$ cat src/rtl/reg_file_arbiter_pkg.sv
// Shared types and default sizes for the register-file arbiter.
//   state_e : top-level sequencing (INIT clear sweep, then RUN arbitration)
//   pri_e   : round-robin priority pointer value
//   entry_t : one register-file entry, WIDTH_VECTOR lanes of N bits
package reg_file_arbiter_pkg;

  localparam int unsigned DEF_WIDTH_ADDR   = 4;
  localparam int unsigned DEF_WIDTH_VECTOR = 8;
  localparam int unsigned DEF_N            = 32;

  typedef enum logic {
    ST_INIT = 1'b0,
    ST_RUN  = 1'b1
  } state_e;

  typedef enum logic {
    PRI_WR = 1'b0,
    PRI_RD = 1'b1
  } pri_e;

  typedef logic [DEF_WIDTH_VECTOR-1:0][DEF_N-1:0] entry_t;

endpackage

$ cat src/rtl/reg_file_arbiter_rsp_fifo.sv
// Read-response FIFO with a register-backed head.
//   clk, rst          : clock, async active-high reset
//   push, push_data   : enqueue one response
//   pop               : dequeue head (ignored when empty)
//   valid, data       : head present / head entry (zero after reset)
//   count             : current occupancy
module rsp_fifo #(
  parameter int unsigned DEPTH = 2,
  parameter int unsigned WIDTH = 256
) (
  input  logic                         clk,
  input  logic                         rst,
  input  logic                         push,
  input  logic [WIDTH-1:0]             push_data,
  input  logic                         pop,
  output logic                         valid,
  output logic [WIDTH-1:0]             data,
  output logic [$clog2(DEPTH+1)-1:0]   count
);

  localparam int unsigned PTR_W = (DEPTH > 1) ? $clog2(DEPTH) : 1;
  localparam int unsigned CNT_W = $clog2(DEPTH + 1);
  localparam logic [PTR_W-1:0] LAST_PTR = PTR_W'(DEPTH - 1);

  logic [WIDTH-1:0] mem_q [DEPTH];
  logic [WIDTH-1:0] mem_d [DEPTH];
  logic [PTR_W-1:0] rd_ptr_q, rd_ptr_d;
  logic [PTR_W-1:0] wr_ptr_q, wr_ptr_d;
  logic [CNT_W-1:0] count_q, count_d;
  logic             do_push, do_pop;

  // Pointer/occupancy update; a simultaneous push and pop keeps count.
  always_comb begin
    mem_d    = mem_q;
    rd_ptr_d = rd_ptr_q;
    wr_ptr_d = wr_ptr_q;
    count_d  = count_q;
    do_pop   = pop && (count_q != '0);
    do_push  = push && ((count_q != CNT_W'(DEPTH)) || do_pop);
    if (do_push) begin
      mem_d[wr_ptr_q] = push_data;
      wr_ptr_d = (wr_ptr_q == LAST_PTR) ? '0 : wr_ptr_q + PTR_W'(1);
    end
    if (do_pop) begin
      rd_ptr_d = (rd_ptr_q == LAST_PTR) ? '0 : rd_ptr_q + PTR_W'(1);
    end
    case ({do_push, do_pop})
      2'b10:   count_d = count_q + CNT_W'(1);
      2'b01:   count_d = count_q - CNT_W'(1);
      default: count_d = count_q;
    endcase
  end

  always_ff @(posedge clk or posedge rst) begin
    if (rst) begin
      for (int i = 0; i < int'(DEPTH); i++) mem_q[i] <= '0;
      rd_ptr_q <= '0;
      wr_ptr_q <= '0;
      count_q  <= '0;
    end else begin
      mem_q    <= mem_d;
      rd_ptr_q <= rd_ptr_d;
      wr_ptr_q <= wr_ptr_d;
      count_q  <= count_d;
    end
  end

  assign valid = (count_q != '0);
  assign data  = mem_q[rd_ptr_q];
  assign count = count_q;

endmodule

$ cat src/rtl/reg_file_arbiter.sv
// Single-port register-file arbiter: clears the file after reset, then
// grants one read or write per cycle with round-robin priority on conflicts.
//   clk, rst                     : clock, async active-high reset
//   wr_valid/wr_ready, wr_addr,
//   wr_data                      : write request, granted same cycle
//   rd_valid/rd_ready, rd_addr   : read request, throttled by response space
//   rsp_valid/rsp_ready, rsp_data: in-order read responses
//   rf_we, rf_addr, rf_wdata,
//   rf_rdata                     : register-file port (RD_LAT read latency)
//   init_done                    : clear sweep finished
module reg_file_arbiter
  import reg_file_arbiter_pkg::*;
#(
  parameter int unsigned WIDTH_ADDR   = DEF_WIDTH_ADDR,
  parameter int unsigned WIDTH_VECTOR = DEF_WIDTH_VECTOR,
  parameter int unsigned N            = DEF_N,
  parameter int unsigned RD_LAT       = 1
) (
  input  logic                         clk,
  input  logic                         rst,
  input  logic                         wr_valid,
  output logic                         wr_ready,
  input  logic [WIDTH_ADDR-1:0]        wr_addr,
  input  logic [WIDTH_VECTOR*N-1:0]    wr_data,
  input  logic                         rd_valid,
  output logic                         rd_ready,
  input  logic [WIDTH_ADDR-1:0]        rd_addr,
  output logic                         rsp_valid,
  input  logic                         rsp_ready,
  output logic [WIDTH_VECTOR*N-1:0]    rsp_data,
  output logic                         rf_we,
  output logic [WIDTH_ADDR-1:0]        rf_addr,
  output logic [WIDTH_VECTOR*N-1:0]    rf_wdata,
  input  logic [WIDTH_VECTOR*N-1:0]    rf_rdata,
  output logic                         init_done
);

  localparam int unsigned DW         = WIDTH_VECTOR * N;
  localparam int unsigned FIFO_DEPTH = RD_LAT + 1;
  localparam int unsigned CNT_W      = $clog2(FIFO_DEPTH + 1);
  localparam logic [WIDTH_ADDR-1:0] LAST_ADDR = '1;

  state_e                state_q, state_d;
  logic [WIDTH_ADDR-1:0] init_addr_q, init_addr_d;
  pri_e                  pri_q, pri_d;
  logic [RD_LAT-1:0]     inflight_q, inflight_d;

  logic [CNT_W-1:0]      fifo_count;
  int unsigned           pending;
  logic                  rd_elig;
  logic                  contested;
  logic                  rd_grant;

  // State register.
  always_ff @(posedge clk or posedge rst) begin
    if (rst) begin
      state_q <= ST_INIT;
    end else begin
      state_q <= state_d;
    end
  end

  // Next state: sweep every address once, then run forever.
  always_comb begin
    state_d     = state_q;
    init_addr_d = init_addr_q;
    case (state_q)
      ST_INIT: begin
        init_addr_d = init_addr_q + WIDTH_ADDR'(1);
        if (init_addr_q == LAST_ADDR) state_d = ST_RUN;
      end
      ST_RUN:  state_d = ST_RUN;
      default: state_d = ST_INIT;
    endcase
  end

  // Responses owed = queued in FIFO + still inside the RF read pipe.
  always_comb begin
    pending = 32'(fifo_count);
    for (int i = 0; i < int'(RD_LAT); i++) pending += 32'(inflight_q[i]);
  end

  assign rd_elig = (state_q == ST_RUN) && (pending < FIFO_DEPTH);

  // Outputs and arbitration. The rst gate keeps the RF port quiet while
  // reset is held, since INIT itself drives rf_we high.
  always_comb begin
    wr_ready  = 1'b0;
    rd_ready  = 1'b0;
    rf_we     = 1'b0;
    rf_addr   = '0;
    rf_wdata  = '0;
    rd_grant  = 1'b0;
    pri_d     = pri_q;
    contested = wr_valid && rd_valid && rd_elig;
    if (!rst) begin
      if (state_q == ST_INIT) begin
        rf_we   = 1'b1;
        rf_addr = init_addr_q;
      end else begin
        wr_ready = !(rd_valid && rd_elig) || (pri_q == PRI_WR);
        rd_ready = rd_elig && (!wr_valid || (pri_q == PRI_RD));
        rd_grant = rd_valid && rd_ready;
        if (wr_valid && wr_ready) begin
          rf_we    = 1'b1;
          rf_addr  = wr_addr;
          rf_wdata = wr_data;
        end else if (rd_grant) begin
          rf_addr = rd_addr;
        end
        if (contested) pri_d = (pri_q == PRI_WR) ? PRI_RD : PRI_WR;
      end
    end
  end

  // One valid bit per read travelling through the RF latency.
  always_comb begin
    inflight_d    = '0;
    inflight_d[0] = rd_grant;
    for (int i = 1; i < int'(RD_LAT); i++) inflight_d[i] = inflight_q[i-1];
  end

  always_ff @(posedge clk or posedge rst) begin
    if (rst) begin
      init_addr_q <= '0;
      pri_q       <= PRI_WR;
      inflight_q  <= '0;
    end else begin
      init_addr_q <= init_addr_d;
      pri_q       <= pri_d;
      inflight_q  <= inflight_d;
    end
  end

  assign init_done = (state_q == ST_RUN);

  rsp_fifo #(
    .DEPTH (FIFO_DEPTH),
    .WIDTH (DW)
  ) u_rsp_fifo (
    .clk       (clk),
    .rst       (rst),
    .push      (inflight_q[RD_LAT-1]),
    .push_data (rf_rdata),
    .pop       (rsp_valid && rsp_ready),
    .valid     (rsp_valid),
    .data      (rsp_data),
    .count     (fifo_count)
  );

endmodule
$ cat config.mk
export PLATFORM = sky130hd
export DESIGN_NAME = reg_file_arbiter
export DESIGN_NICKNAME = d
export VERILOG_FILES = /design/src/rtl/reg_file_arbiter_pkg.sv /design/src/rtl/reg_file_arbiter_rsp_fifo.sv /design/src/rtl/reg_file_arbiter.sv
export SDC_FILE = /design/constraint.sdc
export NUM_CORES = 1
export LEC_CHECK = 0
export ABC_AREA = 0
export CAP_MARGIN = 25
export CORE_AREA = 3 3 408 410
export CTS_CLUSTER_DIAMETER = 200
export DETAILED_ROUTE_END_ITERATION = 7
export DIE_AREA = 0 0 411 413
export PLACE_DENSITY = 0.34
export SYNTH_ARGS = -nofsm -noshare
export SYNTH_HDL_FRONTEND = slang
export SYNTH_SLANG_ARGS = --single-unit
$ cat constraint.sdc
create_clock -name clk -period 33.7 [get_ports clk]
set_input_delay 3.37 -clock clk [delete_from_list [all_inputs] [get_ports clk]]
set_output_delay 3.37 -clock clk [all_outputs]
set_load 0.02 [all_outputs]
==> results of run 1 <==
[synth_stat cells]
master / instances
o311ai_2: 1
or2_1: 1
a211o_1: 1
inv_1: 2
buf_4: 1
a221o_1: 1
nand2_1: 4
nand2b_1: 3
buf_6: 26
mux2_2: 750
nand4_1: 4
a21oi_1: 2
nand4b_1: 1
nand3_1: 3
nor2_1: 4
and4_1: 1
and2_1: 258
clkbuf_1: 52
xor2_1: 1
ha_1: 2
o31ai_2: 1
or2_2: 1
nor3b_1: 1
a31o_2: 1
and3_1: 2
a311oi_1: 3
xnor2_1: 7
buf_2: 38
mux2_1: 19
nor2b_1: 1
dfrtp_1: 523
[worst max path at each step]
stage	start	slack [ns]	endpoint
finish	rst	23.36	rf_wdata[194]
global route	rst	23.03	rf_wdata[172]
floorplan	rst	14.79	rd_ready
global placement	rst	22.99	rf_wdata[73]
CTS	rst	23.20	rf_wdata[172]
detailed placement	rst	23.21	rf_wdata[32]
[area by class of cell]
type | instances | area share
antenna | 214 | 0.0133
clock buffer | 111 | 0.0537
multi-input combinational | 1073 | 0.265
tap | 2175 | 0.0678
inverter | 2 | 0.000374
timing repair buffer | 1069 | 0.268
clock inverter | 18 | 0.00623
sequential | 523 | 0.326
[state kept, by name (all words and copies together), names as in the netlist]
name and flops:
u_rsp_fifo.mem_q 512, u_rsp_fifo.count 2, u_rsp_fifo.rd_ptr_q 1, init_addr_q 4, inflight_q 1, pri_q 1
init_done 1, u_rsp_fifo.wr_ptr_q 1
[logic make-up after synthesis]
| group | synth area share |
|---|---|
| mux | 0.355 |
| flops | 0.537 |
| simple gates | 0.0721 |
| buf+inv | 0.0284 |
| compound gates | 0.00380 |
| xor+xnor | 0.00287 |
| fa+ha+maj | 0.00103 |
[power groups by stage]
| stage | logic, mW | registers [mW] | clock network, mW |
|---|---|---|---|
| after floorplan | 0.945 | 0.996 | 0 |
| after global placement | 1.74 | 1.03 | 0 |
| after detailed placement | 1.75 | 1.05 | 0 |
| after CTS | 1.76 | 1.04 | 0.822 |
| after global routing | 1.80 | 1.07 | 0.841 |
| final | 1.72 | 1.04 | 0.779 |
[layer usage]
metal	wire length (um)	vias to the layer above
li1	-	8278
met1	45800	9836
met2	97500	864
met3	16400	366
met4	11200	92
met5	584	-
[through the flow]
| stage | setup WS, ns | utilization | total power, mW | hold slack (ns) |
|---|---|---|---|---|
| floorplan | 14.79 | - | 1.94 | 0.459 |
| global placement | 22.99 | 0.228 | 2.77 | 0.469 |
| detailed placement | 23.21 | 0.228 | 2.80 | 0.477 |
| CTS | 23.20 | 0.243 | 3.63 | 0.490 |
| global route | 23.03 | 0.246 | 3.72 | 0.506 |
| finish | 23.36 | 0.247 | 3.54 | 0.482 |
==> out/metrics.cfg, run 1 <==
[floorplanning]
fp.dieW_um = 411
start_util = 0.150
die_h_um = 413
io_pins = 1046
core_area_um2 = 163000
dieArea_um2 = 170000
rows = 148

[timing]
fmax_mhz = 96.7
worstMarginPinSlew_ns = 1.14
fin_crit_sh = 0.307
grt_setup_unrepaired = no
fin_worst_skew_ns = 0.0218
fin_crit_ns = 10.34
hold_violations = 0
slew_viol_final = 0
relSlewSlack = 0.237
tns_ns = 0
setup_viol = 0

[critical_path]
path_max_fanout = 85
cp.depth = 9
cp-end-kind = output port
crit_buf_inv = 6
r2r_start = u_rsp_fifo.count[0]$_DFFE_PP0P_
reg2reg_slack_ns = 29.81
max_stage_delay_ns = 0.67
cp.arrival_ns = 6.97
r2r_cells = 5
r2r-end = u_rsp_fifo.mem_q[20]$_DFFE_PP0P_
start_kind = primary input
slowest_stage = clkdlybuf4s50_1
crit_type = primary input to output port
crit_family = buffers and inverters
cp_cell_sequence = clkdlybuf4s50_1 -> nor2b_1 -> and3_4 -> buf_4 -> buf_16 -> buf_4 -> buf_12 -> and2_1 -> clkdlybuf4s50_1
crit_required_ns = 30.33

[final_layout]
fin_area_um2 = 40100
layout_common_cells = clkdlybuf4s50_1 (1045), mux2_2 (750), dfrtp_1 (522), and2_1 (258), clkbuf_16 (71)
finalNetCount = 3267
multi_input_area_um2 = 10600
syn_to_final_growth_pct = 64.6
drive_gt1_frac = 0.320
ff_latch_area_um2 = 13100
nFillCells = 17179
final_common_cell = clkdlybuf4s50_1
post_layout_nonfiller_instances = 5185

[placement]
placedInstanceArea_um2 = 37100
place_congestion = 1.05
place_inst = 4840
port_buffers = 1045
hpwl_um = 142000

[logic_synthesis]
synth_top_cell_area_share = 0.537
ys_warn_count = 0
synth.largest_area_cell = dfrtp_1
syn-num-nets = 2242
syn_area_um2 = 24400
synth_cells = 1715
ys_seq_area_frac = 0.537
synth_top_cells_by_area = dfrtp_1 (54%), mux2_2 (35%), and2_1 (6.6%), buf_6 (1.2%), mux2_1 (0.88%)
syn_area_per_cell_um2 = 14.2
yosysUniqueCellTypes = 31
ys_seq_elements = 523

[power_and_ir_drop]
p_comb_frac = 0.485
cellPowerDensity_nw_per_um2 = 88.1
clockPowerShare = 0.220
p_seq_frac = 0.294
p_leak_nw = 16.4
power_switching_mw = 1.29
switching_share = 0.365
p_int_mw = 2.24
vdd_drop_max_mv = 0.0556

[job]
cap_violations = 0

[detailed_routing]
vias = 19436
drtIter0Drc = 785
antenna_left = 0
remaining_drc_errors = 0
wl_um = 171000
routedWlPerCell_um = 33.1
detail_route.vias_per_cell = 3.75
drt_first_pass_iters = 4

[global_route]
grt_max_degree = 153
top_usage_layer = met2
overflow = 0
grtUsageTotal = 0.195
grt_pass1_wl_um = 215000
grtUsageMet1 = 0.147
antenna_found_initial = 136
grt_pass1_vias = 21012
met3_usage = 0.0882
grtUsageMet2 = 0.390

[clocking]
cts_setup_buffers = 0
clock_path_buffers = 3
cts_tree = done
cts.clk_slew.worst_paths_ns = 0.05
insertion_delay_ns = 0.65
cts.sinks = 523
htree_levels = 3
hold_buffers = 0
cts_repair_resize_count = 0
cts-buffers-inserted = 71
root_buffer = clkbuf_16

[hold_path]
min_path_type = flop to flop
min_path_cells = 1
hold_end = u_rsp_fifo.mem_q[385]$_DFFE_PP0P_
hold_start = u_rsp_fifo.mem_q[385]$_DFFE_PP0P_

[outcome]
status = complete, no violations

(Power assumes the default switching activity.)
==> run 2: changes to the inputs <==
Settings changed: CORE_AREA 3 3 408 410 to 3 3 410 412, DIE_AREA 0 0 411 413 to 0 0 413 415, PLACE_DENSITY 0.34 to 0.33.
Clock period 33.7 ns to 9.8 ns, I/O delays scaled along.
==> out/metrics.cfg, run 2 (synthesized netlist as in run 1, its figures left out) <==
[job]
cap_violations = 0  ; unchanged

[final_layout]
drive_gt1_frac = 0.323  ; +0.00287
ff_latch_area_um2 = 13100  ; unchanged
post_layout_nonfiller_instances = 5110  ; -1.4%
fin_area_um2 = 40100  ; about the same
layout_common_cells = clkdlybuf4s50_1 (1045), mux2_2 (750), dfrtp_1 (522), and2_1 (258), clkbuf_16 (76)
nFillCells = 17454  ; +1.6%
finalNetCount = 3268  ; +0.031%
syn_to_final_growth_pct = 64.6  ; about the same
largest_register_ff_count = 512  ; unchanged
final_util = 0.244  ; -0.00303
multi_input_area_um2 = 10600  ; unchanged
final_common_cell = clkdlybuf4s50_1
regMostFlops = u_rsp_fifo.mem_q

[critical_path]
crit_top_cell = clkdlybuf4s50_1
cp-end-kind = output port
slowest_stage = clkdlybuf4s50_1
crit_buf_inv = 3  ; -3
start_kind = primary input
cp_cell_sequence = clkdlybuf4s50_1 -> nor2b_1 -> and3_4 -> buf_12 -> a221o_1 -> clkdlybuf4s50_1
max_stage_delay_ns = 0.90  ; +0.23 ns
crit_required_ns = 8.82  ; -21.51 ns
crit_type = primary input to output port
path_max_fanout = 206  ; +140%
cp.arrival_ns = 4.73  ; -2.24 ns
crit_family = buffers and inverters

[power_and_ir_drop]
vdd_drop_max_mv = 0.207  ; +270%
power_mw = 12.4  ; +250%
power_switching_mw = 4.54  ; +250%
p_leak_nw = 16.5  ; +0.58%
p_seq_frac = 0.287  ; -0.007
clockPowerShare = 0.230  ; +0.010
p_int_mw = 7.84  ; +250%
cellPowerDensity_nw_per_um2 = 309  ; +250%
switching_share = 0.367  ; +0.00150
p_comb_frac = 0.483  ; -0.002

[timing]
fmax_mhz = 175
relSlewSlack = 0.171  ; -0.0667
holdWs_ns = 0.483  ; +0.00135 ns
hold_violations = 0  ; unchanged
fin_worst_skew_ns = 0.0229  ; +0.00114 ns
tns_ns = 0  ; unchanged
final.setup.worst_slack_ns = 4.09  ; -19.27 ns
slew_viol_final = 0  ; unchanged
fin_crit_ns = 5.71
worstMarginPinSlew_ns = 1.24  ; +0.100 ns
grt_setup_unrepaired = no
setup_viol = 0  ; unchanged
fin_crit_sh = 0.582

[global_route]
grt_pass1_vias = 20839  ; -0.82%
grt_max_degree = 207  ; +35%
grt_pass1_wl_um = 228000  ; +6.0%
antenna_found_initial = 153  ; +13%
grtUsageTotal = 0.206  ; +0.0119
overflow = 0  ; unchanged

[detailed_routing]
wl_um = 181000  ; +5.6%
detail_route.vias_per_cell = 3.78  ; +0.88%
vias = 19324  ; -0.58%
drt_first_pass_iters = 4  ; unchanged
routedWlPerCell_um = 35.4  ; +7.1%
antenna_left = 0  ; unchanged
drtIter0Drc = 909  ; +16%
remaining_drc_errors = 0  ; unchanged

[outcome]
status = complete, no violations

[clocking]
cts_setup_buffers = 0  ; unchanged
insertion_delay_ns = 0.66  ; about the same
hold_buffers = 0  ; unchanged
root_buffer = clkbuf_16
htree_levels = 3  ; unchanged
clock_path_buffers = 3  ; unchanged
cts.sinks = 523  ; unchanged
cts-buffers-inserted = 75  ; +5.6%
cts.clk_slew.worst_paths_ns = 0.06  ; about the same
cts_tree = done
cts_repair_resize_count = 0  ; unchanged

[placement]
pre_cts_ws_ns = 3.83  ; -19.38 ns
place_inst = 4852  ; +0.25%
port_buffers = 1045  ; unchanged
place_congestion = 1.17  ; +12%
placedInstanceArea_um2 = 37200  ; +0.17%
hpwl_um = 151000  ; +6.1%

[floorplanning]
rows = 149  ; +0.68%
dieArea_um2 = 171000  ; +0.97%
core_area_um2 = 165000  ; +1.2%
die_h_um = 415  ; +0.48%
fp.dieW_um = 413  ; +0.49%
start_util = 0.148  ; -0.00185
io_pins = 1046  ; unchanged

[hold_path]
min_path_type = flop to flop

run 2: area by class of cell:
| cell class | instances | share of cell area |
|---|---|---|
| clock buffers | 106 | 0.0549 |
| well taps | 2189 | 0.0682 |
| inverters | 2 | 0.000281 |
| diodes | 122 | 0.00761 |
| flip-flops and latches | 523 | 0.326 |
| multi-input cells | 1073 | 0.265 |
| repair buffers | 1066 | 0.268 |
| clock inverters | 29 | 0.00997 |
run 2: worst paths after layout:
kind | start | endpoint | slack (ns) | cells past startpoint
min | u_rsp_fifo.mem_q[368]$_DFFE_PP0P_ | u_rsp_fifo.mem_q[368]$_DFFE_PP0P_ | 0.48 | 1
min in group asynchronous | rst | u_rsp_fifo.mem_q[159]$_DFFE_PP0P_ | 1.17 | 2
max | rst | rf_addr[2] | 4.09 | 6
min reg2reg | u_rsp_fifo.mem_q[368]$_DFFE_PP0P_ | u_rsp_fifo.mem_q[368]$_DFFE_PP0P_ | 0.48 | 1
max reg2reg | u_rsp_fifo.count[1]$_DFFE_PP0P_ | u_rsp_fifo.mem_q[335]$_DFFE_PP0P_ | 6.02 | 6
max in group asynchronous | rst | u_rsp_fifo.mem_q[16]$_DFFE_PP0P_ | 6.71 | 4
run 2: power by group through the flow:
stage | clock, mW | combinational [mW] | sequential (mW)
6_report | 2.85 | 5.98 | 3.56
5_1_grt | 3.06 | 6.28 | 3.66
4_1_cts | 2.98 | 6.15 | 3.55
3_5_place_dp | 0 | 6.11 | 3.58
3_3_place_gp | 0 | 6.07 | 3.51
2_1_floorplan | 0 | 3.25 | 3.43
run 2: metal layers:
layer	vias to the layer above	track usage	wire, um
li1	8193	-	-
met5	-	0	427
met1	9814	0.194	59100
met4	64	0.0860	7870
met2	906	0.384	96700
met3	347	0.0924	17000
